`src/rtl/fetch_sequencer.sv`:
```
// Instruction fetch/issue sequencer: fetches from pc, issues one instruction at a time, retires on core_done.
// Optional fetch watchdog compiled in with macro FETCH_TIMEOUT_EN.
module fetch_sequencer #(
    parameter int unsigned          PC_WIDTH   = 8,
    parameter logic [PC_WIDTH-1:0]  RESET_PC   = '0,
    parameter logic [15:0]          HALT_INSTR = 16'hFFFF
) (
    input  logic                clk,
    input  logic                reset,
    input  logic                run,
    output logic                mem_req,
    output logic [PC_WIDTH-1:0] mem_addr,
    input  logic [15:0]         mem_rdata,
    input  logic                mem_valid,
    output logic [15:0]         instruction,
    output logic                instr_valid,
    input  logic                core_done,
    output logic [PC_WIDTH-1:0] pc,
    output logic                halted,
    output logic [15:0]         fetch_count,
    output logic                timeout_err,
    output logic [2:0]          dbg_state
);

    // Handshakes: mem_req is held for the whole FETCH state and a read completes on the
    // first edge where mem_req && mem_valid; instr_valid is a one-cycle, non-stalling issue
    // pulse; core_done acknowledges the issued instruction and is only sampled in EXEC.
    typedef enum logic [2:0] {
        S_IDLE  = 3'd0,
        S_FETCH = 3'd1,
        S_ISSUE = 3'd2,
        S_EXEC  = 3'd3,
        S_HALT  = 3'd4
    } state_t;

    localparam logic [PC_WIDTH-1:0] PC_ONE = {{(PC_WIDTH-1){1'b0}}, 1'b1};

    state_t                state_q, state_d;
    logic [PC_WIDTH-1:0]   pc_q, pc_d;
    logic [15:0]           instr_q, instr_d;
    logic [15:0]           count_q, count_d;

`ifdef FETCH_TIMEOUT_EN
    logic [7:0]            wdog_q, wdog_d;
    logic                  timeout_q, timeout_d;

    always_ff @(posedge clk) begin
        if (reset) begin
            wdog_q    <= 8'd0;
            timeout_q <= 1'b0;
        end else begin
            wdog_q    <= wdog_d;
            timeout_q <= timeout_d;
        end
    end

    assign timeout_err = timeout_q;
`else
    assign timeout_err = 1'b0;
`endif

    always_ff @(posedge clk) begin
        if (reset) begin
            state_q <= S_IDLE;
            pc_q    <= RESET_PC;
            instr_q <= 16'h0000;
            count_q <= 16'h0000;
        end else begin
            state_q <= state_d;
            pc_q    <= pc_d;
            instr_q <= instr_d;
            count_q <= count_d;
        end
    end

    always_comb begin
        state_d = state_q;
        pc_d    = pc_q;
        instr_d = instr_q;
        count_d = count_q;
`ifdef FETCH_TIMEOUT_EN
        // Leaving FETCH clears the watchdog, so every FETCH entry starts from zero.
        wdog_d    = 8'd0;
        timeout_d = timeout_q;
`endif
        case (state_q)
            S_IDLE: begin
                if (run) state_d = S_FETCH;
            end
            S_FETCH: begin
                if (mem_valid) begin
                    instr_d = mem_rdata;
                    state_d = (mem_rdata == HALT_INSTR) ? S_HALT : S_ISSUE;
                end else begin
`ifdef FETCH_TIMEOUT_EN
                    wdog_d = wdog_q + 8'd1;
                    if (wdog_d == 8'hFF) begin
                        timeout_d = 1'b1;
                        state_d   = S_HALT;
                    end
`endif
                end
            end
            S_ISSUE: begin
                state_d = S_EXEC;
            end
            S_EXEC: begin
                if (core_done) begin
                    pc_d    = pc_q + PC_ONE;
                    count_d = (count_q == 16'hFFFF) ? count_q : count_q + 16'd1;
                    state_d = run ? S_FETCH : S_IDLE;
                end
            end
            S_HALT: begin
                state_d = S_HALT;
            end
            default: begin
                state_d = S_IDLE;
            end
        endcase
    end

    assign mem_req     = (state_q == S_FETCH);
    assign mem_addr    = pc_q;
    assign instr_valid = (state_q == S_ISSUE);
    assign halted      = (state_q == S_HALT);
    assign instruction = instr_q;
    assign pc          = pc_q;
    assign fetch_count = count_q;
    assign dbg_state   = state_q;

endmodule

```
`config.mk`:
```
export PLATFORM = sky130hd
export DESIGN_NAME = fetch_sequencer
export DESIGN_NICKNAME = d
export VERILOG_FILES = /design/src/rtl/fetch_sequencer.sv
export SDC_FILE = /design/constraint.sdc
export NUM_CORES = 1
export LEC_CHECK = 0
export CAP_MARGIN = 20
export CORE_UTILIZATION = 40
export DETAILED_ROUTE_END_ITERATION = 12
export PLACE_DENSITY = 0.8
export SLEW_MARGIN = 25
export SYNTH_ARGS = -nofsm -noshare
export SYNTH_HDL_FRONTEND = slang
export SYNTH_SLANG_ARGS = --single-unit
```
`constraint.sdc`:
```
create_clock -name clk -period 3.4 [get_ports clk]
set_input_delay 0.34 -clock clk [delete_from_list [all_inputs] [get_ports clk]]
set_output_delay 0.34 -clock clk [all_outputs]
set_load 0.01 [all_outputs]
```
==> results.py, run 1 <==
metrics = {
    "floorplanning": {
        "die_x_um": 71.45,
        "io_pins": 76,
        "core-area_um2": 4504,
        "num_rows": 24,
        "die_h_um": 71.45,
        "dieArea_um2": 5105,
        "initial_core_util_pct": 42.83,
    },
    "global_route": {
        "grt_max_degree": 18,
        "grt_pass1_vias": 1772,
        "antenna_found_initial": 0,
        "grt_pass1_wl_um": 8038,
        "grt_overflow_total": 0,
        "track_usage_pct": 19.84,
    },
    "drt": {
        "ant_nets": 0,
        "viasPerCell": 5.418,
        "avgRoutedWirePerCell_um": 13.10,
        "vias": 1918,
        "met1Wirelength_um": 1901,
        "dr.max_layer_used": "met4",
        "drc": 0,
        "first_iter_violations": 133,
        "dr.pass1.iters": 4,
        "drt-total-wl_um": 4638,
        "wl_met3_um": 417,
        "wl_met2_um": 2282,
    },
    "timing": {
        "fin_crit_ns": 2.264,
        "relSlewSlack_pct": 43.32,
        "report.final.setup_viol": 0,
        "max_freq_mhz": 441.6,
        "period_share_pct": 66.60,
        "slew_viol_final": 0,
        "clock_skew_ns": 0.007632,
        "worst_slew_pin_slew_ns": 0.8410,
        "fin_hold_ws_ns": 0.4528,
        "final.setup.tns_ns": 0,
        "hold_violations": 0,
        "rsz0062_at_grt": "false",
    },
    "power_and_ir_drop": {
        "p_per_area_nw_per_um2": 359.0,
        "power.leakage_uw": 0.0009038,
        "ir_drop_uv": 266.1,
    },
    "cells_and_area": {
        "stdcell_count": 354,
        "syn2layout_area_growth_pct": 42.15,
        "num_antenna_cells": 0,
        "nets": 324,
        "drive_gt1_share_pct": 3.974,
    },
    "setup_path": {
        "worstSetupPathType": "flop to flop",
        "start_kind": "flop",
        "cp.required_ns": 3.57,
        "end_kind": "flop",
        "worstPathArrival_ns": 2.44,
        "path_max_fanout": 10,
    },
    "hold_path": {
        "hp-class": "flop to flop",
    },
    "synth": {
        "synth.top_cell.area_share_pct": 44.62,
        "avgSynthCellArea_um2": 8.107,
        "ys.flop_type": "dfxtp_1",
        "ys_types": 35,
        "yosys_register_bits": 43,
        "yosysMostFrequentCell": "nand2_1",
        "syn_area_um2": 1929,
        "syn_inst": 238,
        "ys_seq_area_share_pct": 44.62,
        "yosys-top-cells-area": "dfxtp_1, nand2_1, a21oi_1",
        "synth-edff-count": 0,
        "syn_nets": 261,
        "ys_warn_count": 0,
        "synth_common_cells": "nand2_1, dfxtp_1, a21oi_1",
        "synth_top_cell_by_area": "dfxtp_1",
        "async_reset_ff_share_pct": 0,
    },
    "clock_network": {
        "cts_buffers": 5,
        "clk_pin_slew_worst_paths_ns": 0.08,
        "cts_resized": 0,
        "cts_setup_buffers": 0,
        "ctsHoldBuffers": 0,
        "root_buffer": "clkbuf_8",
        "clock_path_buffers": 2,
        "cts_tree": "built",
        "htreeDepth": 2,
        "clock-sinks": 43,
        "clk_latency_ns": 0.29,
    },
    "place": {
        "dp_cells": 346,
        "dp.final_hpwl_um": 3455,
        "gp_congestion": 0.7505,
        "portBuffers": 74,
    },
    "job": {
        "cap_violations": 0,
    },
    "run_status": {
        "status": "completed",
    },
}
routing by layer:
metal  vias to the layer above  global-route usage (%)
met4                         0                   5.229
li1                        962                       -
met3                         4                   8.298
met5                         -                       0
met1                       895                   23.04
met2                        57                   33.86
worst paths after layout:
path | to | cells after the start | from | slack [ns]
worst max-delay path | fetch_count[15] | 5 | fetch_count[0] | 1.14
worst min-delay path | instruction[3] | 2 | instruction[3] | 0.45
worst max register to register | fetch_count[15] | 5 | fetch_count[0] | 1.14
worst min register to register | instruction[3] | 2 | instruction[3] | 0.45
cell usage in the layout (no fill, tap or decap), drive strengths merged, types with 2 or more instances in the layout:
cell type	instances
clkdlybuf4s50	74
o41ai	2
nor2	11
nand3	7
nand2	47
a21oi	31
inv	2
clkbuf	8
o21ai	11
xor2	4
dfxtp	43
or4	5
nand4	12
nor3	4
buf	3
xnor2	3
nand4b	2
nor3b	3
ha	2
and3	4
o31ai	4
or3	8
sequential cells by signal (all words and copies together), names as in the netlist:
register and cells:
dbg_state 3, mem_addr 8, fetch_count 16, instruction 16
where the power goes:
part | switching, µW | leakage (µW) | internal (µW) | total, µW
Combinational | 50.2 | 0.000504 | 59.3 | 110
Sequential | 10.8 | 0.000348 | 516 | 526
Clock | 163 | 0.0000515 | 185 | 349
per-stage QoR:
| step | area (µm²) | utilization [%] | total power (µW) | setup slack (ns) |
|---|---|---|---|---|
| floorplan | 1929 | - | 584.5 | 1.541 |
| global placement | 2643 | 58.67 | 646.7 | 0.9845 |
| detailed placement | 2643 | 58.67 | 648.3 | 0.9291 |
| CTS | 2743 | 60.89 | 996.2 | 1.130 |
| global route | 2743 | 60.89 | 1026 | 0.9994 |
| finish | 2743 | 60.89 | 984.5 | 1.136 |
worst max-delay path: stages, from the launching register on:
cell and delay (ns):
dfxtp_1 0.41, ha_1 0.24, nand4_1 0.12, o41ai_2 0.83, or4_1 0.24, mux2_1 0.32
area by class of cell:
class | count | area (µm²)
Tap cell | 52 | 65.06
Sequential cell | 43 | 860.8
Inverter | 2 | 7.507
Fill cell | 438 | 1762
Clock buffer | 8 | 100.1
Multi-Input combinational cell | 172 | 945.9
Timing Repair Buffer | 77 | 763.2
cell families (layout without fill, tap and decap cells):
family	count (synthesis)	count (layout)	synth area share [%]
mux	2	2	1.102
fa+ha+maj	2	2	1.297
other cells	1	1	0.1944
buf+inv	23	87	6.744
simple gates	109	109	28.21
compound gates	51	51	14.66
flops	43	43	44.62
xor+xnor	7	7	3.178
Note: power is estimated with default switching activity, not from simulation.
==> run 2, diff against run 1 <==
--- a/config.mk
+++ b/config.mk
@@ -6,9 +6,9 @@
 export NUM_CORES = 1
 export LEC_CHECK = 0
 export CAP_MARGIN = 20
-export CORE_UTILIZATION = 40
+export CORE_UTILIZATION = 39
 export DETAILED_ROUTE_END_ITERATION = 12
-export PLACE_DENSITY = 0.8
+export PLACE_DENSITY = 0.81
 export SLEW_MARGIN = 25
 export SYNTH_ARGS = -nofsm -noshare
 export SYNTH_HDL_FRONTEND = slang
==> constraint.sdc (replaced) <==
create_clock -name clk -period 2.05 [get_ports clk]
set_input_delay 0.205 -clock clk [delete_from_list [all_inputs] [get_ports clk]]
set_output_delay 0.205 -clock clk [all_outputs]
set_load 0.01 [all_outputs]
==> run 2 against run 1 <==
Die area increased by 2.5%. Worst setup slack got worse by 0.96 ns. Non-clock buffer count increased by 8. Clock-buffer cell count decreased by 2. Sequential share of layout area fell by 0.88 points. Via count grew 0.52%. Global-route usage is 1.0 points lower. Combinational power is 82% higher. Final cell count grew 6.2%. Clock power up 54%. Routed wire length shrank 0.11%. Register-to-register slack got worse by 0.86 ns. Critical endpoint is now mem_req. Largest cell class unchanged.
==> results.py, run 2 (synthesis gave the netlist of run 1 again) <==
metrics = {
    "run_status": {
        "status": "completed",
    },
    "drt": {
        "ant_nets": 0,
        "viasPerCell": 5.128,
        "dr.pass1.iters": 4,
        "avgRoutedWirePerCell_um": 12.32,
        "vias": 1928,
        "drt-total-wl_um": 4633,
        "drc": 0,
        "first_iter_violations": 75,
    },
    "global_route": {
        "grt_pass1_vias": 1794,
        "grt_overflow_total": 0,
        "track_usage_pct": 18.84,
        "antenna_found_initial": 0,
        "grt_max_degree": 20,
        "grt_pass1_wl_um": 7714,
    },
    "power_and_ir_drop": {
        "ir_drop_uv": 354.3,
        "intPower_uw": 1231,
        "p_per_area_nw_per_um2": 568.5,
        "comb_power_share_pct": 12.5,
        "p_clk_share_pct": 33.4,
        "p_sw_uw": 373.1,
        "p_sw_share_pct": 23.26,
        "seq_power_share_pct": 54.1,
        "power.leakage_uw": 0.0009416,
        "total_power_uw": 1604,
    },
    "timing": {
        "rsz0062_at_grt": "false",
        "slew_viol_final": 0,
        "clock_skew_ns": 0.004236,
        "period_share_pct": 91.56,
        "hold_violations": 0,
        "final.setup.tns_ns": 0,
        "relSlewSlack_pct": 65.32,
        "worst_slew_pin_slew_ns": 0.5190,
        "max_freq_mhz": 532.8,
        "fin_crit_ns": 1.877,
        "worst_slack_ns": 0.1730,
        "report.final.setup_viol": 0,
    },
    "setup_path": {
        "cp_slowest_cell": "clkdlybuf4s50_1",
        "path_cells": "buf_4, nor3b_1, clkdlybuf4s50_1",
        "slowest_delay_ns": 0.60,
        "path_max_fanout": 7,
        "end_kind": "output port",
        "reg2reg_from": "fetch_count[0]",
        "worstSetupPathType": "flop to output port",
        "rrSetupSlack_ns": 0.28,
        "crit_path_start": "dbg_state[0]",
        "worstPathArrival_ns": 1.67,
        "r2r_cells": 6,
        "start_kind": "flop",
        "worstReg2RegEnd": "fetch_count[1]",
        "cp.required_ns": 1.85,
        "crit_family": "buffers and inverters",
        "worst-path-buf-inv": 2,
    },
    "clock_network": {
        "cts_setup_buffers": 0,
        "htreeDepth": 2,
        "cts_tree": "built",
        "ctsHoldBuffers": 0,
        "cts_buffers": 5,
        "clock_path_buffers": 2,
        "cts_resized": 0,
        "clk_pin_slew_worst_paths_ns": 0.07,
        "root_buffer": "clkbuf_8",
        "clock-sinks": 43,
        "clk_latency_ns": 0.29,
    },
    "floorplanning": {
        "initial_core_util_pct": 40.58,
        "die_x_um": 72.34,
        "io_pins": 76,
        "core-area_um2": 4755,
        "dieArea_um2": 5232,
        "die_h_um": 72.34,
        "num_rows": 25,
    },
    "cells_and_area": {
        "syn2layout_area_growth_pct": 46.24,
        "layout_commonest_cell": "clkdlybuf4s50_1",
        "drive_gt1_share_pct": 6.472,
        "nets": 332,
        "fill_cells": 450,
        "area.sequential_um2": 860.8,
        "final_cell_mix": "clkdlybuf4s50_1, nand2_1, dfxtp_1",
        "multi_input_area_um2": 945.9,
        "num_antenna_cells": 0,
    },
    "hold_path": {
        "hp-class": "flop to flop",
        "min-delay-start": "instruction[12]",
        "hold_end": "instruction[12]",
        "hold_depth": 2,
    },
    "place": {
        "gp_congestion": 0.7916,
        "preCtsSetupSlack_ns": 0.05999,
        "portBuffers": 74,
        "dp.final_hpwl_um": 3505,
    },
    "job": {
        "cap_violations": 0,
    },
}
-- run 2: cell type report --
class                      count  share of cell area (%)
tap                           67                   2.971
multi-input combinational    172                   33.53
clock buffer                   6                   2.927
inverter                       2                  0.2661
sequential                    43                   30.51
timing repair buffer          85                   29.62
clock inverter                 1                  0.1774
-- run 2: how the worst max path moves through the flow --
stage               cells past startpoint               to
finish                                  3          mem_req
global route                            3          mem_req
CTS                                     3          mem_req
detailed placement                      5  fetch_count[15]
global placement                        5  fetch_count[15]
floorplan                               7   fetch_count[1]
-- run 2: tightest hold or removal path: cells and delay by family, from the launching register on --
kind	cells	cell delay, ns
simple gates	1	0.05
compound gates	1	0.05
flops	1	0.31
-- run 2: stage by stage --
step / instance area (µm²) / cells / hold WS [ns] / util, %
floorplan: 1929 / 238 / 0.3410 / -
global placement: 2734 / 369 / 0.4417 / 57.50
detailed placement: 2734 / 369 / 0.4461 / 57.50
CTS: 2821 / 376 / 0.4573 / 59.34
global route: 2821 / 376 / 0.4717 / 59.34
finish: 2821 / 376 / 0.4542 / 59.34
-- run 2: power groups by stage --
stage | Sequential (µW) | Combinational [µW] | Clock [µW]
after floorplan | 897 | 72.3 | 0
after global placement | 887 | 200 | 0
after detailed placement | 887 | 201 | 0
final | 868 | 200 | 536
after CTS | 868 | 202 | 556
after global routing | 871 | 220 | 592
-- run 2: routing by layer --
| metal | vias up | GRT usage, % | routed length (µm) | share of wire, % |
|---|---|---|---|---|
| li1 | 978 | - | - | - |
| met1 | 888 | 21.94 | 2034 | 44 |
| met2 | 55 | 31.05 | 2174 | 47 |
| met3 | 7 | 7.639 | 360 | 7.8 |
| met4 | 0 | 6.972 | 63 | 1.4 |
| met5 | - | 0 | 0 | 0 |
==> run 3, diff against run 2 <==
--- a/config.mk
+++ b/config.mk
@@ -5,8 +5,10 @@
 export SDC_FILE = /design/constraint.sdc
 export NUM_CORES = 1
 export LEC_CHECK = 0
+export ABC_AREA = 1
 export CAP_MARGIN = 20
-export CORE_UTILIZATION = 39
+export CORE_UTILIZATION = 40
+export CTS_BUF_LIST = sky130_fd_sc_hd__clkbuf_16
 export DETAILED_ROUTE_END_ITERATION = 12
 export PLACE_DENSITY = 0.81
 export SLEW_MARGIN = 25
==> run 3 against run 2 <==
Critical endpoint is now instr_valid. Worst setup slack gained 0.11 ns. Die area grew 7.0%. Synthesized cell count up 32%.
==> results.py, run 3 <==
metrics = {
    "run_status": {
        "status": "completed",
    },
    "global_route": {
        "grt_max_degree": 34,
        "grt_pass1_vias": 1990,
        "grt_overflow_total": 0,
        "track_usage_pct": 19.77,
        "antenna_found_initial": 0,
        "grt_pass1_wl_um": 8445,
    },
    "synth": {
        "yosys-top-cells-area": "dfxtp_1, nor2_1, nand2_1",
        "avgSynthCellArea_um2": 6.733,
        "ys_warn_count": 0,
        "synth_common_cells": "nor2_1, nand2_1, dfxtp_1",
        "ys_types": 24,
        "synth-edff-count": 0,
        "yosysMostFrequentCell": "nor2_1",
        "ys_seq_area_share_pct": 40.59,
        "synth_top_cell_by_area": "dfxtp_1",
        "synth.top_cell.area_share_pct": 40.59,
        "syn_inst": 315,
        "yosys_register_bits": 43,
        "syn_nets": 338,
        "syn_area_um2": 2121,
        "async_reset_ff_share_pct": 0,
        "ys.flop_type": "dfxtp_1",
    },
    "drt": {
        "vias": 2168,
        "drc": 0,
        "first_iter_violations": 162,
        "avgRoutedWirePerCell_um": 11.01,
        "dr.pass1.iters": 4,
        "viasPerCell": 4.786,
        "ant_nets": 0,
        "drt-total-wl_um": 4988,
    },
    "power_and_ir_drop": {
        "total_power_uw": 2148,
        "p_per_area_nw_per_um2": 718.1,
        "power.leakage_uw": 0.001138,
        "ir_drop_uv": 380.0,
    },
    "place": {
        "gp_congestion": 0.7961,
        "dp.final_hpwl_um": 3670,
        "preCtsSetupSlack_ns": 0.3012,
        "portBuffers": 74,
    },
    "floorplanning": {
        "die_h_um": 74.82,
        "num_rows": 26,
        "io_pins": 76,
        "initial_core_util_pct": 41.52,
        "dieArea_um2": 5597,
        "core-area_um2": 5107,
        "die_x_um": 74.82,
    },
    "cells_and_area": {
        "drive_gt1_share_pct": 4.700,
        "num_antenna_cells": 0,
        "multi_input_area_um2": 1057,
        "layout_commonest_cell": "nor2_1",
        "area.sequential_um2": 860.8,
        "nets": 405,
        "final_cell_mix": "nor2_1, clkdlybuf4s50_1, nand2_1",
        "syn2layout_area_growth_pct": 41.06,
        "fill_cells": 494,
    },
    "clock_network": {
        "cts_setup_buffers": 0,
        "ctsHoldBuffers": 0,
        "htreeDepth": 2,
        "cts_tree": "built",
        "clock-sinks": 43,
        "cts_resized": 0,
        "clk_pin_slew_worst_paths_ns": 0.06,
        "clk_latency_ns": 0.28,
        "cts_buffers": 5,
        "root_buffer": "clkbuf_16",
        "clock_path_buffers": 2,
    },
    "timing": {
        "hold_violations": 0,
        "final.setup.tns_ns": 0,
        "fin_crit_ns": 1.771,
        "clock_skew_ns": 0.007515,
        "worst_slack_ns": 0.2789,
        "period_share_pct": 86.40,
        "fin_hold_ws_ns": 0.4806,
        "report.final.setup_viol": 0,
        "rsz0062_at_grt": "false",
        "max_freq_mhz": 564.6,
        "slew_viol_final": 0,
    },
    "setup_path": {
        "worstSetupPathType": "flop to output port",
        "end_kind": "output port",
        "worstPathArrival_ns": 1.57,
        "cp.required_ns": 1.85,
        "path_max_fanout": 7,
        "start_kind": "flop",
    },
    "hold_path": {
        "hp-class": "flop to flop",
    },
    "job": {
        "cap_violations": 0,
    },
}
==> run 3: per-stage QoR <==
step | cell area [µm²] | std cells | utilization (%)
floorplan | 2121 | 315 | -
CTS | 2992 | 453 | 58.57
finish | 2992 | 453 | 58.57
global placement | 2855 | 445 | 55.90
detailed placement | 2855 | 445 | 55.90
global route | 2992 | 453 | 58.57
==> run 3: worst max-delay path: stages (launching register included) <==
cell and delay [ns]:
dfxtp_1 0.53, inv_1 0.10, nand3_1 0.10, inv_1 0.07, clkdlybuf4s50_1 0.48
==> run 3: final timing paths <==
check / slack (ns) / depth (start not counted) / start / to
worst max-delay path: 0.28 / 4 / dbg_state[2] / instr_valid
worst min-delay path: 0.48 / 2 / instruction[4] / instruction[4]
worst max register to register: 0.33 / 8 / fetch_count[0] / fetch_count[6]
worst min register to register: 0.48 / 2 / instruction[4] / instruction[4]
==> run 3: metal layers <==
layer / global-route usage (%) / part of all wire (%)
met1: 22.84 / 45
met2: 34.53 / 48
met3: 5.756 / 5.1
met4: 7.547 / 1.6
met5: 0 / 0
==> run 3: final cells by class <==
cell class,instances,area share [%]
Multi-Input combinational cell,232,35.34
Sequential cell,43,28.77
Timing Repair Buffer,77,25.51
Clock buffer,5,4.182
Tap cell,70,2.928
Inverter,23,2.886
Clock inverter,3,0.3764
==> run 3: power breakdown <==
group	leakage (µW)	internal (µW)	switching, µW
logic	0.000719	229	234
clock network	0.0000701	438	303
registers	0.000349	898	46.6
total	0.00114	1570	583
==> run 3: cells by family after synthesis <==
logic type	share of synthesized area, %
other	0.1768
and+or+nand+nor	36.28
DFF	40.59
buffers and inverters	9.557
adders and majority gates	1.180
xor gates and xnor gates	1.239
AOI/OAI and AO/OA	10.97
